--- config.mk ---
export PLATFORM = sky130hd
export DESIGN_NAME = uart_rx_deser_flat
export DESIGN_NICKNAME = d
export VERILOG_FILES = /design/src/rtl/uart_rx_deser_if.sv /design/src/rtl/uart_rx_deser.sv /design/src/flat_wrapper.sv
export SDC_FILE = /design/constraint.sdc
export NUM_CORES = 1
export LEC_CHECK = 0
export ABC_AREA = 1
export CAP_MARGIN = 20
export CORE_AREA = 2 2 84 86
export DETAILED_ROUTE_END_ITERATION = 10
export DIE_AREA = 0 0 86 88
export DONT_BUFFER_PORTS = 1
export GPL_TIMING_DRIVEN = 0
export SLEW_MARGIN = 15
export SYNTH_ARGS = -nofsm -noshare
export SYNTH_HDL_FRONTEND = slang
export SYNTH_SLANG_ARGS = --single-unit
--- constraint.sdc ---
create_clock -name CLK -period 1.58 [get_ports CLK]
set_clock_uncertainty 0.15 [all_clocks]
set_input_delay 0.158 -clock CLK [delete_from_list [all_inputs] [get_ports CLK]]
set_output_delay 0.158 -clock CLK [all_outputs]
set_load 0.005 [all_outputs]
--- src/rtl/uart_rx_deser_if.sv ---
// Signal bundle between the RXD pin side and the command-parser side of the UART receiver.
// The master modport is the deserializer; the slave modport is its environment.
interface uart_rx_deser_if #(
    parameter int DATA_BITS = 8
);
    logic                 CLK_RX;
    logic                 RXD;
    logic [DATA_BITS-1:0] DATA;
    logic                 DATA_VALID;
    logic                 FRAME_ERR;
    logic                 PARITY_ERR;
    logic                 BUSY;

    modport master (
        input  CLK_RX, RXD,
        output DATA, DATA_VALID, FRAME_ERR, PARITY_ERR, BUSY
    );

    modport slave (
        output CLK_RX, RXD,
        input  DATA, DATA_VALID, FRAME_ERR, PARITY_ERR, BUSY
    );
endinterface

--- src/rtl/uart_rx_deser.sv ---
// UART receive deserializer: start detect, mid-bit sampling, LSB-first assembly, 1 stop bit.
// Define UART_RX_PARITY_EN to add an even-parity bit after the data bits.
module uart_rx_deser #(
    parameter int DATA_BITS  = 8,
    parameter int OVERSAMPLE = 16
) (
    input  logic            CLK,
    input  logic            RST,
    uart_rx_deser_if.master bus
);
    localparam int TW = $clog2(OVERSAMPLE);
    localparam int BW = $clog2(DATA_BITS);
    localparam logic [TW-1:0] HALF_TICK = TW'(OVERSAMPLE/2 - 1);
    localparam logic [TW-1:0] LAST_TICK = TW'(OVERSAMPLE - 1);
    localparam logic [BW-1:0] LAST_BIT  = BW'(DATA_BITS - 1);

    typedef enum logic [2:0] {
        S_IDLE,
        S_START,
        S_DATA,
`ifdef UART_RX_PARITY_EN
        S_PARITY,
`endif
        S_STOP,
        S_BREAK
    } state_e;

    state_e               state_q, state_d;
    logic [TW-1:0]        tick_q, tick_d;
    logic [BW-1:0]        bit_q, bit_d;
    logic [DATA_BITS-1:0] shift_q, shift_d;
    logic [DATA_BITS-1:0] data_q, data_d;
    logic                 valid_q, valid_d;
    logic                 ferr_q, ferr_d;
    logic                 rst_meta_q, rst_n_q;
    logic                 rx_meta_q, rxs_q;
    logic                 bit_end;
    logic                 stop_sample;
`ifdef UART_RX_PARITY_EN
    logic                 par_q, par_d;
    logic                 perr_q, perr_d;
`endif

    // Reset asserts asynchronously but releases only on a clock edge.
    always_ff @(posedge CLK or negedge RST) begin
        if (!RST) begin
            rst_meta_q <= 1'b0;
            rst_n_q    <= 1'b0;
        end else begin
            rst_meta_q <= 1'b1;
            rst_n_q    <= rst_meta_q;
        end
    end

    always_ff @(posedge CLK or negedge rst_n_q) begin
        if (!rst_n_q) begin
            rx_meta_q <= 1'b1;
            rxs_q     <= 1'b1;
            state_q   <= S_IDLE;
            tick_q    <= '0;
            bit_q     <= '0;
            shift_q   <= '0;
            data_q    <= '0;
            valid_q   <= 1'b0;
            ferr_q    <= 1'b0;
`ifdef UART_RX_PARITY_EN
            par_q     <= 1'b0;
            perr_q    <= 1'b0;
`endif
        end else begin
            rx_meta_q <= bus.RXD;
            rxs_q     <= rx_meta_q;
            state_q   <= state_d;
            tick_q    <= tick_d;
            bit_q     <= bit_d;
            shift_q   <= shift_d;
            data_q    <= data_d;
            valid_q   <= valid_d;
            ferr_q    <= ferr_d;
`ifdef UART_RX_PARITY_EN
            par_q     <= par_d;
            perr_q    <= perr_d;
`endif
        end
    end

    assign bit_end     = bus.CLK_RX && (tick_q == LAST_TICK);
    assign stop_sample = (state_q == S_STOP) && bit_end;

    always_comb begin
        state_d = state_q;
        tick_d  = tick_q;
        bit_d   = bit_q;
        shift_d = shift_q;
`ifdef UART_RX_PARITY_EN
        par_d   = par_q;
`endif
        case (state_q)
            S_IDLE: begin
                if (!rxs_q) begin
                    tick_d  = '0;
                    state_d = S_START;
                end
            end
            S_START: begin
                if (bus.CLK_RX) begin
                    if (tick_q == HALF_TICK) begin
                        // Line back high at mid start bit: treat as a glitch.
                        if (rxs_q) begin
                            state_d = S_IDLE;
                        end else begin
                            tick_d  = '0;
                            bit_d   = '0;
                            state_d = S_DATA;
                        end
                    end else begin
                        tick_d = tick_q + 1'b1;
                    end
                end
            end
            S_DATA: begin
                if (bit_end) begin
                    tick_d  = '0;
                    shift_d = {rxs_q, shift_q[DATA_BITS-1:1]};
                    bit_d   = bit_q + 1'b1;
                    if (bit_q == LAST_BIT) begin
`ifdef UART_RX_PARITY_EN
                        state_d = S_PARITY;
`else
                        state_d = S_STOP;
`endif
                    end
                end else if (bus.CLK_RX) begin
                    tick_d = tick_q + 1'b1;
                end
            end
`ifdef UART_RX_PARITY_EN
            S_PARITY: begin
                if (bit_end) begin
                    tick_d  = '0;
                    par_d   = rxs_q;
                    state_d = S_STOP;
                end else if (bus.CLK_RX) begin
                    tick_d = tick_q + 1'b1;
                end
            end
`endif
            S_STOP: begin
                if (bit_end) begin
                    tick_d  = '0;
                    state_d = rxs_q ? S_IDLE : S_BREAK;
                end else if (bus.CLK_RX) begin
                    tick_d = tick_q + 1'b1;
                end
            end
            S_BREAK: begin
                // Wait out a held-low line so it cannot retrigger a start.
                if (rxs_q) begin
                    state_d = S_IDLE;
                end
            end
            default: begin
                state_d = S_IDLE;
            end
        endcase
    end

    always_comb begin
        data_d  = data_q;
        valid_d = 1'b0;
        ferr_d  = 1'b0;
`ifdef UART_RX_PARITY_EN
        perr_d  = 1'b0;
`endif
        if (stop_sample) begin
            data_d  = shift_q;
            valid_d = rxs_q;
            ferr_d  = !rxs_q;
`ifdef UART_RX_PARITY_EN
            perr_d  = par_q ^ (^shift_q);
`endif
        end
    end

    assign bus.DATA       = data_q;
    assign bus.DATA_VALID = valid_q;
    assign bus.FRAME_ERR  = ferr_q;
    assign bus.BUSY       = (state_q != S_IDLE);
`ifdef UART_RX_PARITY_EN
    assign bus.PARITY_ERR = perr_q;
`else
    assign bus.PARITY_ERR = 1'b0;
`endif
endmodule

--- src/flat_wrapper.sv ---
// flat-port wrapper written by rule: the top's interface ports become plain ports
module uart_rx_deser_flat 
#(
    parameter int DATA_BITS  = 8,
    parameter int OVERSAMPLE = 16
)
  (CLK, RST, bus_CLK_RX, bus_RXD, bus_DATA, bus_DATA_VALID, bus_FRAME_ERR, bus_PARITY_ERR, bus_BUSY);
  uart_rx_deser_if #(.DATA_BITS(DATA_BITS)) bus_i ();
  input  logic CLK;
  input  logic RST;
  input wire logic [$bits(bus_i.CLK_RX)-1:0] bus_CLK_RX;
  input wire logic [$bits(bus_i.RXD)-1:0] bus_RXD;
  output wire logic [$bits(bus_i.DATA)-1:0] bus_DATA;
  output wire logic [$bits(bus_i.DATA_VALID)-1:0] bus_DATA_VALID;
  output wire logic [$bits(bus_i.FRAME_ERR)-1:0] bus_FRAME_ERR;
  output wire logic [$bits(bus_i.PARITY_ERR)-1:0] bus_PARITY_ERR;
  output wire logic [$bits(bus_i.BUSY)-1:0] bus_BUSY;
  assign bus_i.CLK_RX = bus_CLK_RX;
  assign bus_i.RXD = bus_RXD;
  assign bus_DATA = bus_i.DATA;
  assign bus_DATA_VALID = bus_i.DATA_VALID;
  assign bus_FRAME_ERR = bus_i.FRAME_ERR;
  assign bus_PARITY_ERR = bus_i.PARITY_ERR;
  assign bus_BUSY = bus_i.BUSY;
  uart_rx_deser #(.DATA_BITS(DATA_BITS), .OVERSAMPLE(OVERSAMPLE)) u_core (.CLK(CLK), .RST(RST), .bus(bus_i));
endmodule
After elaboration in Yosys (flattened, before gate mapping) --
Index checks and enable logic that the tools add are counted. Widths: inputs -> output; s select.
Storage, ports and cells: output and inout port bits 12, flip-flop bits (word level) 32, input bits 4, logic and storage cells 64
Operators by class: reductions and logical operators 12, equal/unequal tests 16, muxes and demuxes 23, add/sub/neg operators 2
Operators by type and width (count):
- $mux 3 | 12
- $mux 4 | 5
- $pmux 3 s5 | 1
- $pmux 4 s3 | 1
- $ne 2x1->1 const B | 5
- $reduce_and 7->1 | 1
- $eq 3x2->1 const B | 2
- $eq 3x3->1 const B | 2
- $ne 2x2->1 const B | 3
- $pmux 3 s2 | 1
- $reduce_bool 3->1 | 2
- $reduce_and 5->1 | 1
- $add 4x1->4 const B | 1
- $eq 4x3->1 const B | 1
- $eq 4x4->1 const B | 1
- $add 3x1->3 const B | 1
- $eq 3x1->1 const B | 1
- $logic_not 3->1 | 1
- $ne 3x1->1 const B | 1
- $reduce_and 3->1 | 1
- $logic_and 1x1->1 | 2
- $mux 1 | 2
- $mux 2 | 1
- $reduce_and 2->1 | 1
- 3 further kinds | 3

Longest topological paths before layout --
Gate-level depths: netlist (run 1).
word-level depth 4, mapped depth 9, gate-level depth less buffers 8

Worst setup path after synthesis (run 1) --
OpenSTA, ideal clock, no wires.
path type register to register, start register u_core.tick_q[1], end register u_core.shift_q[7], path buffers 1, setup slack 142 ps, stages on the path, launching flop included 8, data required time 1308 ps, clock period less this slack 1438 ps, arrival time 1166 ps, library setup time 122 ps, cell sequence dfrtp_1 -> ha_1 -> nand2_4 -> nor2_8 -> nand3_4 -> buf_6 -> nand2_2 -> o21ai_2
On the way: word-level cells in the longest chain between the ends 3
RTL lines:
- from (decl) | line uart_rx_deser.sv:29 | logic [TW-1:0] tick_q, tick_d;
- from (signal assigned) | line uart_rx_deser.sv:74 | tick_q <= tick_d;
- $eq 4x4->1 | line uart_rx_deser.sv:87 | assign bit_end = bus.CLK_RX && (tick_q == LAST_TICK);
- $logic_and 1x1->1 | line uart_rx_deser.sv:87
- $reduce_and 2->1 (no source line)
- to (signal assigned) | line uart_rx_deser.sv:76 | shift_q <= shift_d;
- to (decl) | line uart_rx_deser.sv:31 | logic [DATA_BITS-1:0] shift_q, shift_d;
Every way passes these cells. A chain may end at the register's enable or synchronous reset.

Final worst setup path (run 1) --
start register u_core.tick_q[0], end register u_core.data_q[5], in the netlist u_core.bus.DATA[5]
On the way: word-level cells in the longest chain between the ends 3
RTL lines:
- $eq 4x4->1 | line uart_rx_deser.sv:87
- $logic_and 1x1->1 | line uart_rx_deser.sv:87
- $logic_and 1x1->1 | line uart_rx_deser.sv:88 | assign stop_sample = (state_q == S_STOP) && bit_end;
- to (signal assigned) | line uart_rx_deser.sv:77 | data_q <= data_d;
- to (decl) | line uart_rx_deser.sv:32 | logic [DATA_BITS-1:0] data_q, data_d;
Every way passes these cells.

==> results of run 1 <==
## power by group
group	switching, mW	total, mW	leakage (nW)	internal, mW
combinational	0.440	0.682	0.461	0.242
sequential	0.132	1.04	0.426	0.905
clock	0.289	0.644	0.0455	0.355
total	0.861	2.36	0.933	1.50
## worst max path at each step
| stage | start | to | cells after the start |
|---|---|---|---|
| finish | u_core.tick_q[0] | u_core.bus.DATA[5] | 7 |
| global route | u_core.tick_q[1] | u_core.bit_q[0] | 8 |
| CTS | u_core.tick_q[0] | u_core.state_q[2] | 6 |
| detailed placement | u_core.tick_q[0] | u_core.bit_q[1] | 8 |
| global placement | u_core.tick_q[0] | u_core.bit_q[1] | 8 |
| floorplan | u_core.tick_q[1] | u_core.shift_q[7] | 7 |
## cell usage in the layout (no fill, tap or decap), types with 3 or more instances in the layout
master and n:
o21ai_2 16, clkbuf_8 6, inv_2 4, buf_4 3, nor2_1 10, dfrtp_1 28, o21ai_0 3, nand3_1 12
nand2_1 52, nand2_4 4, inv_1 19, nand2_2 3, dlygate4sd3_1 4
## metrics by stage
step                      TNS [ns]  hold slack [ns]  std cells  power (mW)
final                            0           0.0638        272        2.36
after floorplan                  0           -0.288        177        1.52
after global routing       -0.0180            0.110        272        2.52
after global placement           0           -0.288        257        1.64
after detailed placement   -0.0865           -0.288        257        1.65
after CTS                        0           0.0570        270        2.32
## flip-flops by register name, summed over array words and instances (netlist names)
signal,cells
u_core.rxs_q,1
u_core.rst_meta_q,1
u_core.bus.FRAME_ERR,1
u_core.rx_meta_q,1
u_core.bus.DATA,8
u_core.tick_q,4
u_core.shift_q,8
u_core.state_q,3
u_core.bus.DATA_VALID,1
u_core.bit_q,3
u_core.rst_n_q,1
## cells by family (layout without fill, tap and decap cells)
family	Yosys count	in the layout
buf+inv	27	42
compound gates	23	23
flops	32	32
simple gates	90	90
fa+ha+maj	3	3
other cells	2	2
## worst max-delay path: stages, from the launching register on
cell and delay, ns:
dfrtp_1 0.40, ha_4 0.18, nand2_4 0.08, nor2_8 0.15
nand3_4 0.14, buf_12 0.16, nand2_1 0.04, o21ai_0 0.08
## area by class of cell
class | count | area share
timing repair buffer | 7 | 0.0413
clock buffer | 8 | 0.0472
inverter | 23 | 0.0452
sequential | 32 | 0.422
buffer | 4 | 0.0216
tap | 80 | 0.0524
multi-input combinational | 118 | 0.370
## what timing repair did
item | in CTS | in global routing
resized for setup | 2 | 8
endpoints found under the setup margin | 11 | 26
endpoints found under the hold margin | 4 | 0
buffers inserted | 1 | 2
pin swaps | 0 | 1
hold buffers | 4 | 0
cloned | 0 | 0
## metal layers
layer | global-route usage | up-vias | wire length (um)
li1 | - | 580 | -
met1 | 0.107 | 546 | 1390
met2 | 0.138 | 21 | 1400
met3 | 0.0245 | 9 | 130
met4 | 0.0447 | 0 | 78
met5 | 0 | - | 0
==> metrics.yaml, run 1 <==
synth_top_family_by_area: "simple AND/OR/NAND/NOR gates"
io_buffers: 0
netlist.area_leader.share: 0.468
die_y_um: 88
start_util: 0.241
slew_headroom: 0.572
synth_edf_count: 0
place_congestion: 0.820
crit_fanout: 6
grt_max_degree: 31
n_fill_cell: 691
status: "finished, final reports clean"
synth_mux_area_frac: 0
n_antenna_cell: 0
dp_hpwl_mm: 2.10
ys_types: 25
min_to: "u_core.tick_q[0]"
coreArea_sq_mm: 0.00664
clkTransAtPathRegs_ns: 0.06
synthAdderAreaFrac: 0.0234
grt_pass1_vias: 1119
drtPass1Iterations: 4
hold_start: "bus_CLK_RX"
yosys-top-cells-area: "dfrtp_1, nand2_1, o21ai_2"
r2r_setup_slack_ns: 0.07
drc: 0
drtIter0Drc: 32
ioPinCount: 16
setup_violations: 0
numCtsBuffers: 5
fin_crit_sh: 0.958
synth_top_area_cell: "dfrtp_1"
ys_seq_elements: 32
ys_top_cells_by_count: "nand2_1, dfrtp_1, inv_1"
synth-simple-area-share: 0.279
antenna_found_initial: 0
crit_path_end_kind: "flip-flop"
setup_ws_ns: 0.0663
cts.sink_count: 32
avgSynthCellArea_sq_um: 9.06
htree_num_levels: 2
syn_to_final_growth_pct: 19.0
ys_async_sr_fraction: 1.00
antenna_left: 0
dp_slack_ns: -0.0297
synth_area_sq_mm: 0.00160
synth.most_common_cell: "nand2_1"
yosysWarnings: 0
p_leak_nw: 0.933
vias_per_cell: 4.25
fin_nets: 198
reg2reg_from: "u_core.tick_q[0]"
design_area_sq_mm: 0.00191
ir_drop_mv: 0.500
final_util: 0.287
r2r-end: "u_core.bus.DATA[5]"
cp.arrival_ns: 1.52
die_x_um: 86
syn_inst: 177
multi_input_area_sq_um: 707
drive_above_1_share: 0.281
tightest_slew_ns: 0.641
setup.worst_path.start_class: "flip-flop"
grt_pass1_wl_mm: 5.10
max_cap_violations: 0
postPlaceCellArea_sq_mm: 0.00171
rsz0062_at_grt: "true"
wl_mm: 3.00
hold_viol_final: 0
cts_tree: "built"
rr_worst_depth: 7
synth.net_count: 184
die_area_sq_mm: 0.00757
yosys.area_share.xor_xnor: 0
min_period_ns: 1.51
rows: 30
grt-ovfl-total: 0
insertion_delay_ns: 0.28
clock_path_buffers: 2
vias: 1156
synth_compound_area_frac: 0.115
required_ns: 1.58
min_path_cells: 5
ys.flop_type: "dfrtp_1"
clockRootBuffer: "clkbuf_8"
maxSlewViolCount: 0
critPathKind: "reg2reg"
seq_area_frac_synth: 0.501
avgRoutedWirePerCell_um: 11.0
min_path_type: "in2reg"
fmax_mhz: 661
seq_area_sq_um: 806
p_per_area_mw_per_mm2: 1240
grtUsageTotal: 0.0866
Power figures use the tool's default switching activity.
==> inputs of run 2 (changes only) <==
--- a/config.mk
+++ b/config.mk
@@ -8,6 +8,7 @@
 export ABC_AREA = 1
 export CAP_MARGIN = 20
 export CORE_AREA = 2 2 84 86
+export CTS_CLUSTER_DIAMETER = 60
 export DETAILED_ROUTE_END_ITERATION = 10
 export DIE_AREA = 0 0 86 88
 export DONT_BUFFER_PORTS = 1
==> results of run 2 <==
Same layout as run 1: the final DEF is identical, and so are final timing and power.
==> inputs of run 3 (changes only) <==
--- a/config.mk
+++ b/config.mk
@@ -12,7 +12,6 @@
 export DETAILED_ROUTE_END_ITERATION = 10
 export DIE_AREA = 0 0 86 88
 export DONT_BUFFER_PORTS = 1
-export GPL_TIMING_DRIVEN = 0
 export SLEW_MARGIN = 15
 export SYNTH_ARGS = -nofsm -noshare
 export SYNTH_HDL_FRONTEND = slang
==> run 3 against run 2 <==
  * Combinational power increased by 20%
  * Routed wire length grew 6.0%
  * Setup slack improved by 0.023 ns
  * Sequential share of layout area decreased by 0.24 points
  * Total power up 3.6%
  * First-iteration DRC count grew to 2.9 times the previous value
  * Sequential power shrank 4%
  * Clock power shrank 2%
  * Flip-flop and latch count unchanged
  * Die area did not move
  * Core utilization increased by 0.075 points
  * Largest power group unchanged
==> metrics.yaml, run 3 (synthesis results as in run 1) <==
dp_hpwl_mm: 2.19
drtPass1Iterations: 4
final_common_cell: "nand2_1"
clkTransAtPathRegs_ns: 0.07
vias: 1158
setup_ws_ns: 0.0896
switchingPower_uw: 926
antenna_left: 0
wl_met2_mm: 1.48
hold_start: "bus_CLK_RX"
die_y_um: 88
n_antenna_cell: 0
setup.worst_path.start_class: "flip-flop"
grt-ovfl-total: 0
drtIter0Drc: 93
grt_pass1_wl_mm: 5.36
final_util: 0.288
min_period_ns: 1.49
cts_tree: "built"
rows: 30
max_cap_violations: 0
fmax_mhz: 671
vias_per_cell: 4.23
route.met3.wl_um: 140
place_congestion: 0.846
required_ns: 1.60
fin_nets: 200
min_path_type: "in2reg"
cp.arrival_ns: 1.51
setup_violations: 0
io_buffers: 0
insertion_delay_ns: 0.29
die_x_um: 86
coreArea_sq_mm: 0.00664
clock_path_buffers: 2
clockRootBuffer: "clkbuf_8"
fin_crit_sh: 0.943
antenna_found_initial: 0
die_area_sq_mm: 0.00757
htree_num_levels: 2
maxSlewViolCount: 0
reg2reg_from: "u_core.state_q[2]"
wl_met1_mm: 1.50
min_to: "u_core.tick_q[1]"
comb_power_share: 0.335
cts.sink_count: 32
drive_above_1_share: 0.284
r2r-end: "u_core.tick_q[0]"
p_sw_frac: 0.378
p_int_mw: 1.52
start_util: 0.241
status: "finished, final reports clean"
crit_path_end_kind: "flip-flop"
min_path_cells: 4
ioPinCount: 16
mostFrequentLayoutCells: "nand2_1, dfrtp_1, inv_1"
grt_max_degree: 31
syn_to_final_growth_pct: 19.3
crit_fanout: 6
grt_pass1_vias: 1088
r2r_setup_slack_ns: 0.09
wl_mm: 3.18
highest_layer: "met4"
p_leak_nw: 0.927
ir_drop_mv: 0.657
p_per_area_mw_per_mm2: 1280
drc: 0
n_fill_cell: 676
dp_slack_ns: 0.00115
avgRoutedWirePerCell_um: 11.6
critPathKind: "reg2reg"
power_frac_seq: 0.408
numCtsBuffers: 5
rr_worst_depth: 5
hold_viol_final: 0
clkPwrFrac: 0.257
grtUsageTotal: 0.0923
## run 3: cell count changes in the layout (fill, tap and decap cells not counted), sizes merged
cell,previous run,this run
clkbuf,8,5
clkinvlp,0,2
buf,7,8
clkinv,0,1
nand3,15,16
## run 3: repair_timing
item | CTS | global route
setup endpoints to repair | 2 | 16
resized for setup | 1 | 3
pin swaps | 1 | 2
buffers inserted | 0 | 2
endpoints found under the hold margin | 4 | 0
cloned | 1 | 0
hold buffers | 4 | 0
## run 3: stage by stage
step | setup TNS (ns) | hold WS [ns] | std cells | total power, mW | area (sq um)
6_report | 0 | 0.0781 | 274 | 2.45 | 1910
5_1_grt | -0.0645 | 0.0990 | 274 | 2.65 | 1910
4_1_cts | 0 | 0.0643 | 272 | 2.40 | 1870
3_5_place_dp | 0 | -0.288 | 259 | 1.72 | 1720
3_3_place_gp | 0 | -0.288 | 259 | 1.69 | 1720
2_1_floorplan | 0 | -0.288 | 177 | 1.52 | 1600
## run 3: worst max path at each step
stage	from	end	slack, ns	cells past startpoint
after global placement	u_core.tick_q[1]	u_core.bus.DATA[5]	0.05	6
after detailed placement	u_core.tick_q[1]	u_core.bus.DATA[0]	0.001	6
final	u_core.state_q[2]	u_core.tick_q[0]	0.09	5
after global routing	u_core.state_q[1]	u_core.tick_q[0]	-0.06	6
after CTS	u_core.tick_q[1]	u_core.bit_q[1]	0.004	8
after floorplan	u_core.tick_q[1]	u_core.shift_q[7]	0.14	7
## run 3: layout make-up
class                   instances  area, sq um  share of cell area
clock buffers                   5         68.8              0.0359
clock inverters                 3         23.8              0.0124
inverters                      23         86.3              0.0451
multi-input cells             119          707               0.369
flip-flops and latches         32          803               0.420
well taps                      80          100              0.0523
repair buffers                 12          125              0.0654
## run 3: worst max-delay path: stages, from the launching register on
cell and delay [ns]:
dfrtp_1 0.46, buf_4 0.19, o21ai_2 0.23, nand2_1 0.15, nor2_1 0.14, nor2_1 0.06
## run 3: metal layers
layer	vias up	global-route usage
li1	586	-
met5	-	0
met2	24	0.135
met1	543	0.121
met3	5	0.0302
met4	0	0.0476
## run 3: power by group through the flow
stage | sequential (mW) | combinational (mW) | clock, mW
5_1_grt | 1.01 | 0.943 | 0.701
3_3_place_gp | 1.00 | 0.692 | 0
6_report | 0.999 | 0.820 | 0.629
2_1_floorplan | 1.00 | 0.515 | 0
3_5_place_dp | 1.00 | 0.715 | 0
4_1_cts | 0.987 | 0.748 | 0.660
==> patch 1: new RTL, flow settings as in run 1 <==
Compare `tick_q` against `HALF_TICK` with >= in place of ==.
--- a/src/rtl/uart_rx_deser.sv
+++ b/src/rtl/uart_rx_deser.sv
@@ -106,3 +106,3 @@
                 if (bus.CLK_RX) begin
-                    if (tick_q == HALF_TICK) begin
+                    if (tick_q >= HALF_TICK) begin
                         // Line back high at mid start bit: treat as a glitch.
Function: same outputs for any inputs over 10 cycles, from zero or initial values and one cycle with RST low; that may be too few to reach the edited logic, so the function may still have changed.
==> patch 1 against run 1 <==
- sequential share of layout area is 0.48 points lower
- power rose by 2.3%
- the flow now finishes with violations (negative setup slack)
- worst setup slack got worse by 0.077 ns
- routed wire length rose by 5.7%
- final cell count is 1.1% lower
- design area up 1.3%
- first-iteration DRC count is 25% higher
- synthesized area decreased by 3.7%
- sequential cell count unchanged
- hold slack got worse by 0.019 ns
- count of clock-buffer cells in the layout fell by 2
- via count decreased by 2.2%
==> patch 1: results (changes against run 1) <==
top post-synthesis cells by count=42 x nand2_1, 30 x dfrtp_1, 18 x inv_1, 13 x o21ai_0; top layer in use=met4; CP startpoint=u_core.tick_q[1]; Max VDD drop=0.513 mV (+2.4%); metal1 wirelength=1.44 mm (+3.5%); Vias/cell=4.20 (-1.2%); sequential area share after synthesis=0.520 (+0.0195); Nets=195 (-1.5%); Setup Slack @ Placement=-0.163 ns (-0.133 ns); status=complete, but fails checks; grt met2 use=0.143 (+0.00493); met3 WL=129 um (-0.77%); # resized after CTS=2 (unchanged); Yosys cell types=24 (-4.0%); Post-Synth XOR/XNOR Area=0 (unchanged); number of DRC markers in iteration 0=40 (+25%); failing checks=negative setup slack; max-slew violations=0 (unchanged); Critical Path Max Stage Delay=0.38 ns (-0.02 ns); final count of negative-setup-slack endpoints=2 (+2); antenna cells=0 (unchanged); Synthesized Nets=173 (-6.0%); WL met2=1.53 mm (+9.7%); crit path max fanout=10 (+4); Total Routing Usage GR=0.0920 (+0.00535); postcts setup bufs=6 (+5); synth top area cells=dfrtp_1 49%, nand2_1 10%, o21ai_2 5.7%, inv_1 4.4%, o21ai_0 4.2%; grt met1 use=0.115 (+0.00815); CTS buffer count=5 (unchanged); share of layout cells above drive strength 1=0.376 (+0.0944); Worst Slack Setup Final=-0.0111 ns (-0.0775 ns); worst setup path end=u_core.bus.DATA_VALID; Pleak=0.000905 uW (-3.0%); CTS sink count=32 (unchanged); FFs w/ async S/R, synth=1.00 (unchanged); CP Data Required Time=1.64 ns (+0.06 ns); r2r worst-path depth=6 (-1); GR Layer Usage met3=0.0311 (+0.00660); Post-Synth Adder-Cell Area=0.0243 (+0.000910); DP HPWL=2.01 mm (-4.6%); Filler cells=657 (-4.9%); Slew headroom=0.565 (-0.00719); first-pass GRT wire length=5.28 mm (+3.5%); Final GP Congestion=0.802 (-2.1%); Compound-Gate Fraction of Synth Area=0.123 (+0.00851); final wirelength=3.17 mm (+5.7%); CP max-delay cell=dfrtp_1
patch 1: cell count changes after synthesis, moves of 2 or more:
cell | run 1 | this run
nand2_2 | 5 | 8
nand3_1 | 12 | 10
a21oi_1 | 0 | 5
nand2_1 | 52 | 42
o21ai_0 | 3 | 13
nor2_1 | 11 | 5
nor2_4 | 1 | 3
nand2_4 | 2 | 0
o21ai_2 | 16 | 10
inv_1 | 20 | 18
o21bai_1 | 2 | 0
patch 1: metrics by stage:
step / instances / TNS (ns) / area, um^2
after global placement: 246 / -2.78 / 1640
after global routing: 269 / -0.744 / 1930
after detailed placement: 246 / -2.60 / 1650
final: 269 / -0.0161 / 1930
after CTS: 264 / -0.00954 / 1850
after floorplan: 166 / 0 / 1540
patch 1: worst min path at each step:
stage | slack (ns) | endpoint | cells after the start | start
4_1_cts | 0.06 | u_core.bit_q[2] | 5 | bus_CLK_RX
5_1_grt | 0.09 | u_core.bit_q[2] | 5 | bus_CLK_RX
6_report | 0.04 | u_core.bit_q[2] | 5 | bus_CLK_RX
3_5_place_dp | -0.29 | u_core.rst_meta_q | 0 | RST
2_1_floorplan | -0.29 | u_core.rst_meta_q | 0 | RST
3_3_place_gp | -0.29 | u_core.rst_n_q | 0 | RST
patch 1: area by class of cell:
cell class	instances	area, um^2	share of cell area
Sequential cell	32	807	0.417
Tap cell	80	100	0.0517
Multi-Input combinational cell	109	662	0.342
Timing Repair Buffer	15	148	0.0763
Buffer	4	43.8	0.0226
Clock inverter	2	10.0	0.00517
Clock buffer	6	82.6	0.0427
Inverter	21	81.3	0.0420
patch 1: power breakdown:
group | internal [uW] | total [uW] | leakage, uW | switching, uW
combinational | 289 | 788 | 0.000428 | 499
sequential | 885 | 973 | 0.000426 | 88.5
clock | 347 | 656 | 0.0000510 | 309
total | 1520 | 2420 | 0.000905 | 897
==> patch 2: new RTL, flow settings as in run 1 <==
Made on the original files. `OVERSAMPLE` is set to 16 in 2 places; all go to 64.
--- a/src/rtl/uart_rx_deser.sv
+++ b/src/rtl/uart_rx_deser.sv
@@ -4,3 +4,3 @@
     parameter int DATA_BITS  = 8,
-    parameter int OVERSAMPLE = 16
+    parameter int OVERSAMPLE = 64
 ) (
--- a/src/flat_wrapper.sv
+++ b/src/flat_wrapper.sv
@@ -4,3 +4,3 @@
     parameter int DATA_BITS  = 8,
-    parameter int OVERSAMPLE = 16
+    parameter int OVERSAMPLE = 64
 )
Check against the original RTL: no difference found for any inputs over 10 cycles, from zero or initial values and one cycle with RST low; that may be too few to reach the edited logic, so the function may still have changed.
==> patch 2 against run 1 <==
- the flow now finishes with violations (negative setup slack)
- power is 22% higher
- sequential cell count is 2 higher
- routed wire length is 22% higher
- core utilization is 4.2 points higher
- synthesized area is 11% higher
- design area is 15% higher
- worst setup slack worse by 0.077 ns
- critical endpoint is now u_core.state_q[1]
- highest routed layer is now met3
==> patch 2: results (changes against run 1) <==
status=complete, but fails checks; failing checks=negative setup slack; antenna cells=0 (unchanged); Synthesized Nets=207 (+13%); final antenna-violating net count=0 (unchanged); share of layout cells above drive strength 1=0.357 (+0.0762); Max VDD drop=0.425 mV (-15%); Fin Setup TNS=-0.0159 ns (-0.0159 ns); Yosys warnings=0 (unchanged); number of DRC markers in iteration 0=122 (+280%); number of buffers added on ports=0 (unchanged); Pleak=0.00102 uW (+8.9%); first-pass GRT wire length=6.42 mm (+26%); CTS root buf=clkbuf_8; Nets=227 (+15%); top post-synthesis cells by count=50 x nand2_1, 32 x dfrtp_1, 18 x nand3_1, 18 x o21ai_2, 17 x inv_1; Yosys cell types=29 (+16%); worst skew pair latency=0.28 ns (about the same); Setup Slack @ Placement=-0.185 ns (-0.155 ns); Total Routing Usage GR=0.107 (+0.0200); Hold Path Class=in2reg; DP HPWL=2.46 mm (+17%); Vias=1337 (+16%); CTS buffer count=5 (unchanged); Final GP Congestion=0.797 (-2.8%); Critical Path Max Stage Delay=0.43 ns (+0.03 ns); sequential area share after synthesis=0.479 (-0.0215); synth top area cells=dfrtp_1 45%, nand2_1 11%, o21ai_2 8.9%, nand3_1 5.1%, inv_1 3.6%; Worst Max-Slew Pin Slew=0.709 ns (+0.0673 ns); crit path max fanout=5 (-1); WL/cell=12.1 um (+9.9%); vias in the first global route=1367 (+22%); Worst Slack Setup Final=-0.0103 ns (-0.0766 ns); final count of negative-setup-slack endpoints=3 (+3); CP arrival=1.60 ns (+0.08 ns); Int Power=1760 uW (+17%); largest net degree at the start of global routing=33 (+6.5%)
patch 2: cell type report:
type / count / area, um^2
Fill cell: 691 / 4450
Inverter: 22 / 85.1
Sequential cell: 34 / 857
Clock inverter: 1 / 5.00
Tap cell: 80 / 100
Multi-Input combinational cell: 141 / 915
Clock buffer: 7 / 86.3
Buffer: 3 / 30.0
Timing Repair Buffer: 13 / 111
patch 2: cells by family (layout without fill, tap and decap cells):
family | after synthesis | count (layout) | share of synthesized area
AO/OA/AOI/OAI | 28 | 28 | 0.119
adder cells (fa/ha/maj) | 3 | 3 | 0.0211
buffers and inverters | 25 | 46 | 0.0632
flip-flops | 34 | 34 | 0.479
other | 2 | 2 | 0.00422
AND/OR/NAND/NOR | 108 | 108 | 0.313
patch 2: worst paths after layout:
kind,startpoint,to,slack [ns],cells past startpoint
setup reg to reg,u_core.tick_q[4],u_core.state_q[1],-0.01,9
hold / removal,bus_CLK_RX,u_core.bit_q[2],0.04,4
setup / recovery,u_core.tick_q[4],u_core.state_q[1],-0.01,9
min in group asynchronous,u_core.rst_n_q,u_core.bit_q[2],0.17,0
max in group asynchronous,u_core.rst_n_q,u_core.state_q[1],0.60,0
hold reg to reg,u_core.rst_n_q,u_core.bit_q[2],0.17,0
patch 2: metal layers:
layer  share of wire  GRT usage
met1            0.46      0.133
met2            0.50      0.177
met3           0.044     0.0424
met4               0     0.0188
met5               0          0
patch 2: per-stage QoR:
stage | total power (uW) | area [um^2] | utilization | cells
after global placement | 1930 | 1880 | 0.283 | 280
after global routing | 3090 | 2190 | 0.330 | 301
after floorplan | 1780 | 1780 | - | 200
final | 2870 | 2190 | 0.330 | 301
after CTS | 2800 | 2120 | 0.319 | 299
after detailed placement | 1950 | 1880 | 0.283 | 280
patch 2: power by group through the flow:
stage	logic [uW]	clock network [uW]	registers, uW
after floorplan	674	0	1100
after global placement	792	0	1140
after detailed placement	809	0	1150
after CTS	988	681	1130
after global routing	1200	726	1160
final	1060	661	1150
patch 2: repair_timing:
action	in CTS	in global routing
gates cloned	0	0
pin swaps	5	6
resized for setup	10	15
hold buffers	4	0
endpoints found under the hold margin	5	0
buffers inserted	7	2
setup endpoints to repair	29	21
patch 2: worst min-delay path: stages:
cell     delay [ns]
inv_1          0.04
nand2_2        0.09
nand3_1        0.09
nand2_1        0.05
